<file path="config.mk">
export PLATFORM = sky130hd
export DESIGN_NAME = regfile_write_arbiter
export DESIGN_NICKNAME = d
export VERILOG_FILES = /design/src/rtl/regfile_write_arbiter.sv
export SDC_FILE = /design/constraint.sdc
export NUM_CORES = 1
export LEC_CHECK = 0
export ABC_AREA = 1
export ABC_CLOCK_PERIOD_IN_PS = 1800
export CAP_MARGIN = 15
export CORE_MARGIN = 3
export CORE_UTILIZATION = 51
export CTS_BUF_LIST = sky130_fd_sc_hd__clkbuf_4 sky130_fd_sc_hd__clkbuf_8
export CTS_CLUSTER_SIZE = 12
export DETAILED_ROUTE_END_ITERATION = 8
export MAX_ROUTING_LAYER = met4
export PLACE_DENSITY = 0.83
export SLEW_MARGIN = 40
export SYNTH_ARGS = -nofsm -noshare
export SYNTH_HDL_FRONTEND = slang
export SYNTH_SLANG_ARGS = --single-unit
</file>
<file path="constraint.sdc">
create_clock -name clock -period 1.8 [get_ports clock]
set_input_delay 0.45 -clock clock [delete_from_list [all_inputs] [get_ports clock]]
set_output_delay 0.45 -clock clock [all_outputs]
set_load 0.03 [all_outputs]
</file>
<file path="src/rtl/regfile_write_arbiter.sv">
// Write-port arbiter for the register file: buffers one result each from the ALU and the load unit,
// issues one registered write per cycle oldest-first, and exports a pending-write mask. Optional: WB_BYPASS_EN.
`timescale 1ns/1ps
module regfile_write_arbiter #(
    parameter int DATA_W = 32,
    parameter int ADDR_W = 5
) (
    input  logic                   clock,
    input  logic                   resetN,
    input  logic                   aluValid,
    output logic                   aluReady,
    input  logic [ADDR_W-1:0]      aluReg,
    input  logic [DATA_W-1:0]      aluData,
    input  logic                   memValid,
    output logic                   memReady,
    input  logic [ADDR_W-1:0]      memReg,
    input  logic [DATA_W-1:0]      memData,
    output logic                   regWrite,
    output logic [ADDR_W-1:0]      writeReg,
    output logic [DATA_W-1:0]      writeData,
    output logic [2**ADDR_W-1:0]   busyMask
);

    localparam int NREG = 2**ADDR_W;

    logic              alu_vld, mem_vld;
    logic [ADDR_W-1:0] alu_reg_q, mem_reg_q;
    logic [DATA_W-1:0] alu_data_q, mem_data_q;
    // Set when the memory buffer holds the older of two occupied entries.
    logic              mem_older;

    logic grant_alu, grant_mem;
    logic alu_xfer, mem_xfer;
    logic alu_load, mem_load;
    logic alu_keep, mem_keep;
    logic byp_alu, byp_mem;

    always_comb begin
        grant_mem = mem_vld && (!alu_vld || mem_older);
        grant_alu = alu_vld && !grant_mem;
        aluReady  = resetN && (!alu_vld || grant_alu);
        memReady  = resetN && (!mem_vld || grant_mem);
        alu_xfer  = aluValid && aluReady;
        mem_xfer  = memValid && memReady;
        alu_load  = alu_xfer && (aluReg != '0);
        mem_load  = mem_xfer && (memReg != '0);
        alu_keep  = alu_vld && !grant_alu;
        mem_keep  = mem_vld && !grant_mem;
`ifdef WB_BYPASS_EN
        // Straight-through only when nothing is queued and the other side is silent,
        // so acceptance order is preserved trivially.
        byp_alu   = alu_load && !mem_xfer && !alu_vld && !mem_vld;
        byp_mem   = mem_load && !alu_xfer && !alu_vld && !mem_vld;
`else
        byp_alu   = 1'b0;
        byp_mem   = 1'b0;
`endif
    end

    always_ff @(posedge clock or negedge resetN) begin
        if (!resetN) begin
            alu_vld    <= 1'b0;
            mem_vld    <= 1'b0;
            alu_reg_q  <= '0;
            mem_reg_q  <= '0;
            alu_data_q <= '0;
            mem_data_q <= '0;
            mem_older  <= 1'b0;
        end else begin
            alu_vld <= alu_keep || (alu_load && !byp_alu);
            mem_vld <= mem_keep || (mem_load && !byp_mem);
            if (alu_load) begin
                alu_reg_q  <= aluReg;
                alu_data_q <= aluData;
            end
            if (mem_load) begin
                mem_reg_q  <= memReg;
                mem_data_q <= memData;
            end
            // A surviving entry is older than anything loaded now; on a tie mem goes first.
            mem_older <= mem_keep || !alu_keep;
        end
    end

    always_ff @(posedge clock or negedge resetN) begin
        if (!resetN) begin
            regWrite  <= 1'b0;
            writeReg  <= '0;
            writeData <= '0;
        end else if (grant_mem) begin
            regWrite  <= 1'b1;
            writeReg  <= mem_reg_q;
            writeData <= mem_data_q;
        end else if (grant_alu) begin
            regWrite  <= 1'b1;
            writeReg  <= alu_reg_q;
            writeData <= alu_data_q;
        end else if (byp_alu) begin
            regWrite  <= 1'b1;
            writeReg  <= aluReg;
            writeData <= aluData;
        end else if (byp_mem) begin
            regWrite  <= 1'b1;
            writeReg  <= memReg;
            writeData <= memData;
        end else begin
            regWrite  <= 1'b0;
        end
    end

    always_comb begin
        busyMask = '0;
        for (int i = 0; i < NREG; i++) begin
            if ((alu_vld && alu_reg_q == ADDR_W'(i)) ||
                (mem_vld && mem_reg_q == ADDR_W'(i)) ||
                (regWrite && writeReg == ADDR_W'(i)))
                busyMask[i] = 1'b1;
        end
    end

endmodule

</file>
Word-level counts from Yosys, hierarchy flattened. Cells that the tools add are included.

Input port bits: 78. Bits in registers: 115. Output and inout port bits: 72. Word-level logic and storage cells: 328.

Reductions and logical operators: 187. Muxes and demuxes: 38. Equal/unequal tests: 93.

Operator list (number): $eq 5x5->1 const B (48); $eq 5x4->1 const B (24); $logic_and 1x1->1 (106); $logic_or 1x1->1 (70); $mux 32 (2); $eq 5x3->1 const B (12); $mux 1 (34); $eq 5x2->1 const B (6); $eq 5x1->1 const B (3); $logic_not 5->1 (3); $mux 5 (2); $reduce_bool 5->1 (2); $logic_not 1->1 (5); $reduce_bool 2->1 (1).

Logic depth before layout (Yosys ltp).
Depth in word-level cells: 10. Gate-level depth with buffers: 8. Gate-level depth less buffers: 6.

Worst setup path before layout. OpenSTA, ideal clock, no wires.

Path kind: register -> output. Start point: register regWrite. End point: output busyMask[15]. Stages on the path, launching flop included: 6. Data required time: 1350 ps. Path buffers: 1. Arrival: 1362 ps. Setup slack: -12 ps. Cells stage by stage: dfrtp_1 -> inv_1 -> nor2_1 -> buf_2 -> nand2_1 -> nand3_1.

Word-level cells in the longest chain between the ends: 3.

Ends and longest elaborated chain: start: declaration (RTL line 18) `output logic regWrite,`; start signal: assignment (RTL line 87) `regWrite <= 1'b0;`; start signal: assignment (RTL line 91) `regWrite <= 1'b1;`; start signal: assignment (RTL line 95) `regWrite <= 1'b1;`; $logic_and 1x1->1 (RTL line 116) `(regWrite && writeReg == ADDR_W'(i)))`; $logic_or 1x1->1 (RTL line 115) `(mem_vld && mem_reg_q == ADDR_W'(i)) ||`; $mux 1 (RTL line 114) `if ((alu_vld && alu_reg_q == ADDR_W'(i)) ||`; end: declaration (RTL line 21) `output logic [2**ADDR_W-1:0] busyMask`.

No other way between the ends.

Worst setup path in the final report.
Start point: register writeReg[4]. End point: output busyMask[22].

Word-level cells in the longest chain between the ends: 4.

Ends and longest elaborated chain: start: declaration (RTL line 19) `output logic [ADDR_W-1:0] writeReg,`; start signal: assignment (RTL line 92) `writeReg <= mem_reg_q;`; start signal: assignment (RTL line 96) `writeReg <= alu_reg_q;`; start signal: assignment (RTL line 100) `writeReg <= aluReg;`; $eq 5x5->1 (RTL line 116); $logic_and 1x1->1 (RTL line 116); $logic_or 1x1->1 (RTL line 115); $mux 1 (RTL line 114).

No other way between the ends.

==> summary.txt <==
Routing
  • TritonRoute pass-1 iters: 5
  • Vias/cell: 5.779
  • Vias post-DR: 6,368
  • DRC Markers: 0
  • WL final: 20,000 µm
  • DR iter-0 viols: 784
  • Avg WL per Cell: 18.15 µm
  • Post-route ant nets: 0

STA
  • Worst Setup Slack, final: -0.2840 ns
  • Final Critical Period: 2.084 ns
  • Fmax: 479.9 MHz
  • Slew Viols, Final: 0
  • Slew headroom: 0.5883
  • RSZ-0062 raised after global routing: true
  • Period utilization: 1.158
  • Worst-Margin Slew: 0.6167 ns
  • Setup TNS: -7.756 ns
  • Final setup vio count: 34
  • Worst Clk Skew: 0.01190 ns
  • Hold violation count in the final report: 0

Setup path
  • Startpoint types: flop
  • Worst EP arrival: 1.63 ns
  • Crit path kind: reg -> out
  • CP required: 1.35 ns
  • R2R setup slack: 0.07 ns
  • Crit Path Max Fanout: 8
  • Setup crit end kind: primary output

Final layout
  • Diodes inserted: 0
  • Most frequent cells in the layout: 311 x nand2_1, 114 x nand3_1, 103 x dfrtp_1
  • Fin nets: 1,028
  • Most common cell after layout, fill and taps aside: nand2_1
  • Synth-to-Final Area Change: 48.75%
  • Share of post-route cells with drive strength above 1: 0.2755
  • Fillers: 711
  • Storage cell area: 2893 µm²
  • Final core occ: 0.7827
  • Multi-input gate area: 3037 µm²

Floorplan
  • Core area: 10,940 µm²
  • Initial Utilization: 0.5262
  • Die height: 112.2 µm
  • Die width: 112.2 µm
  • Row count: 38
  • # IOs: 150
  • Die area: 12,590 µm²

Clock tree
  • Worst-Skew Late Latency: 0.42 ns
  • CTS Buf Count: 17
  • CTS tree: built
  • Sink Count: 115
  • Worst-path clk slew: 0.08 ns
  • Htree depth: 4
  • Longest Clk Path Bufs: 2
  • Root Driver: clkbuf_8

Synthesis
  • Synth top area cells: dfrtp_1 50%, nand2_1 23%, nand3_1 12%
  • Post-synth top flop: dfrtp_1
  • Syn Area/Cell: 7.454 µm²
  • Share of async-settable or async-resettable flops after synthesis: 1.000
  • Post-synth top area cell: dfrtp_1
  • Synth top area share: 0.5001
  • Yosys Warn Count: 0
  • FF+latch count, synth: 115
  • EDFF count, synth: 0
  • Count of cell types in the netlist: 21
  • Post-synthesis sequential area ratio: 0.5001
  • Mapped Area: 5754 µm²
  • Post-Synthesis Cells: 772
  • Syn nets: 850

Placement
  • GPL Wtd Cong: 0.9244
  • DP HPWL: 11,530 µm
  • IO Port Bufs: 149

GRT
  • GRT Resource Usage Total: 0.2874
  • Grt total ovfl: 0
  • Met1 GRT Util: 0.3830
  • Grt met3 use: 0.05229
  • First-pass GRT wire length: 28,500 µm
  • Vias in the first global route: 5,778
  • Most used routing layer in global routing: met2
  • Initial antenna violation count: 0
  • Largest net degree at the start of global routing: 111
  • GR Util met2: 0.4557

Min path
  • Type of the most critical hold path: in -> async

Run
  • Max_cap viols: 0

Run status
  • Failing checks: setup timing
  • Status: finished with violations

Power and ir drop
  • Leak: 0.004307 µW
  • VDD IR max: 561.6 µV
  • PwrDens: 960.0 nW/µm²
## state kept, by name, summed over array words and instances, names as in the netlist
name	cells
alu_data_q	32
alu_reg_q	5
alu_vld	1
mem_data_q	32
mem_older	1
mem_reg_q	5
mem_vld	1
regWrite	1
writeData	32
writeReg	5
## final timing paths
check                               start        endpoint  cells past startpoint
max in group asynchronous          resetN         alu_vld                      2
min reg2reg                alu_data_q[14]  alu_data_q[14]                      2
max reg2reg                       alu_vld  mem_data_q[24]                      8
min                                resetN   writeData[26]                      2
max                           writeReg[4]    busyMask[22]                      6
min in group clock         alu_data_q[14]  alu_data_q[14]                      2
## worst max-delay path, stage by stage, from the launching register on
cell and delay (ns):
dfrtp_1 0.46, nand2_1 0.13, inv_2 0.13, buf_8 0.15, nand2_1 0.07, nand3_1 0.12
buf_6 0.15
## where the power goes
group / leakage [µW] / internal [µW] / switching (µW)
Combinational: 0.00274 / 1030 / 1770
Clock: 0.000160 / 951 / 1090
Sequential: 0.00141 / 3030 / 349
## cell usage after synthesis, types with 3 or more instances
master / count
nand2_1: 345
nand3_1: 137
dfrtp_1: 115
nor2_1: 51
o21ai_0: 32
buf_2: 28
inv_1: 26
buf_6: 9
o21ai_1: 6
nor2_2: 4
o221ai_1: 4
clkbuf_1: 3
## cell type report
class                           instances  area share
Sequential cell                       115      0.3380
Timing Repair Buffer                  202      0.2343
Tap cell                              140     0.02046
Clock inverter                         13     0.01038
Clock buffer                           18     0.02821
Multi-Input combinational cell        587      0.3548
Inverter                               27     0.01389
## layer usage
metal,share of wire,routed length (µm)
met1,0.37,7453
met2,0.49,9855
met3,0.096,1925
met4,0.038,767
met5,0,0
## repair_timing
item,in CTS,in global routing
resized for setup,93,163
setup buffers,8,12
hold endpoints to repair,5,0
cloned,0,3
pin swaps,4,23
hold buffers,1,0
setup endpoints to repair,72,35
## stage by stage
step | cells | setup WS [ns] | power [µW] | area, µm² | hold slack [ns]
finish | 1102 | -0.2840 | 8217 | 8559 | 0.1835
global route | 1102 | -0.3223 | 8585 | 8559 | 0.2181
CTS | 1087 | -0.2241 | 7745 | 7853 | 0.2344
detailed placement | 1047 | -0.1081 | 5733 | 7367 | 0.3048
global placement | 1047 | -0.06789 | 5678 | 7367 | 0.3078
floorplan | 772 | 0.009248 | 4639 | 5756 | 0.1544
## kinds of logic (layout without fill, tap and decap cells)
group / count (synthesis) / in the layout / share of synthesized area
buffers and inverters: 70 / 260 / 0.06458
AND/OR/NAND/NOR: 544 / 544 / 0.3949
AO/OA/AOI/OAI: 43 / 43 / 0.04044
flip-flops: 115 / 115 / 0.5001
Note: power is estimated with default switching activity, not from simulation.
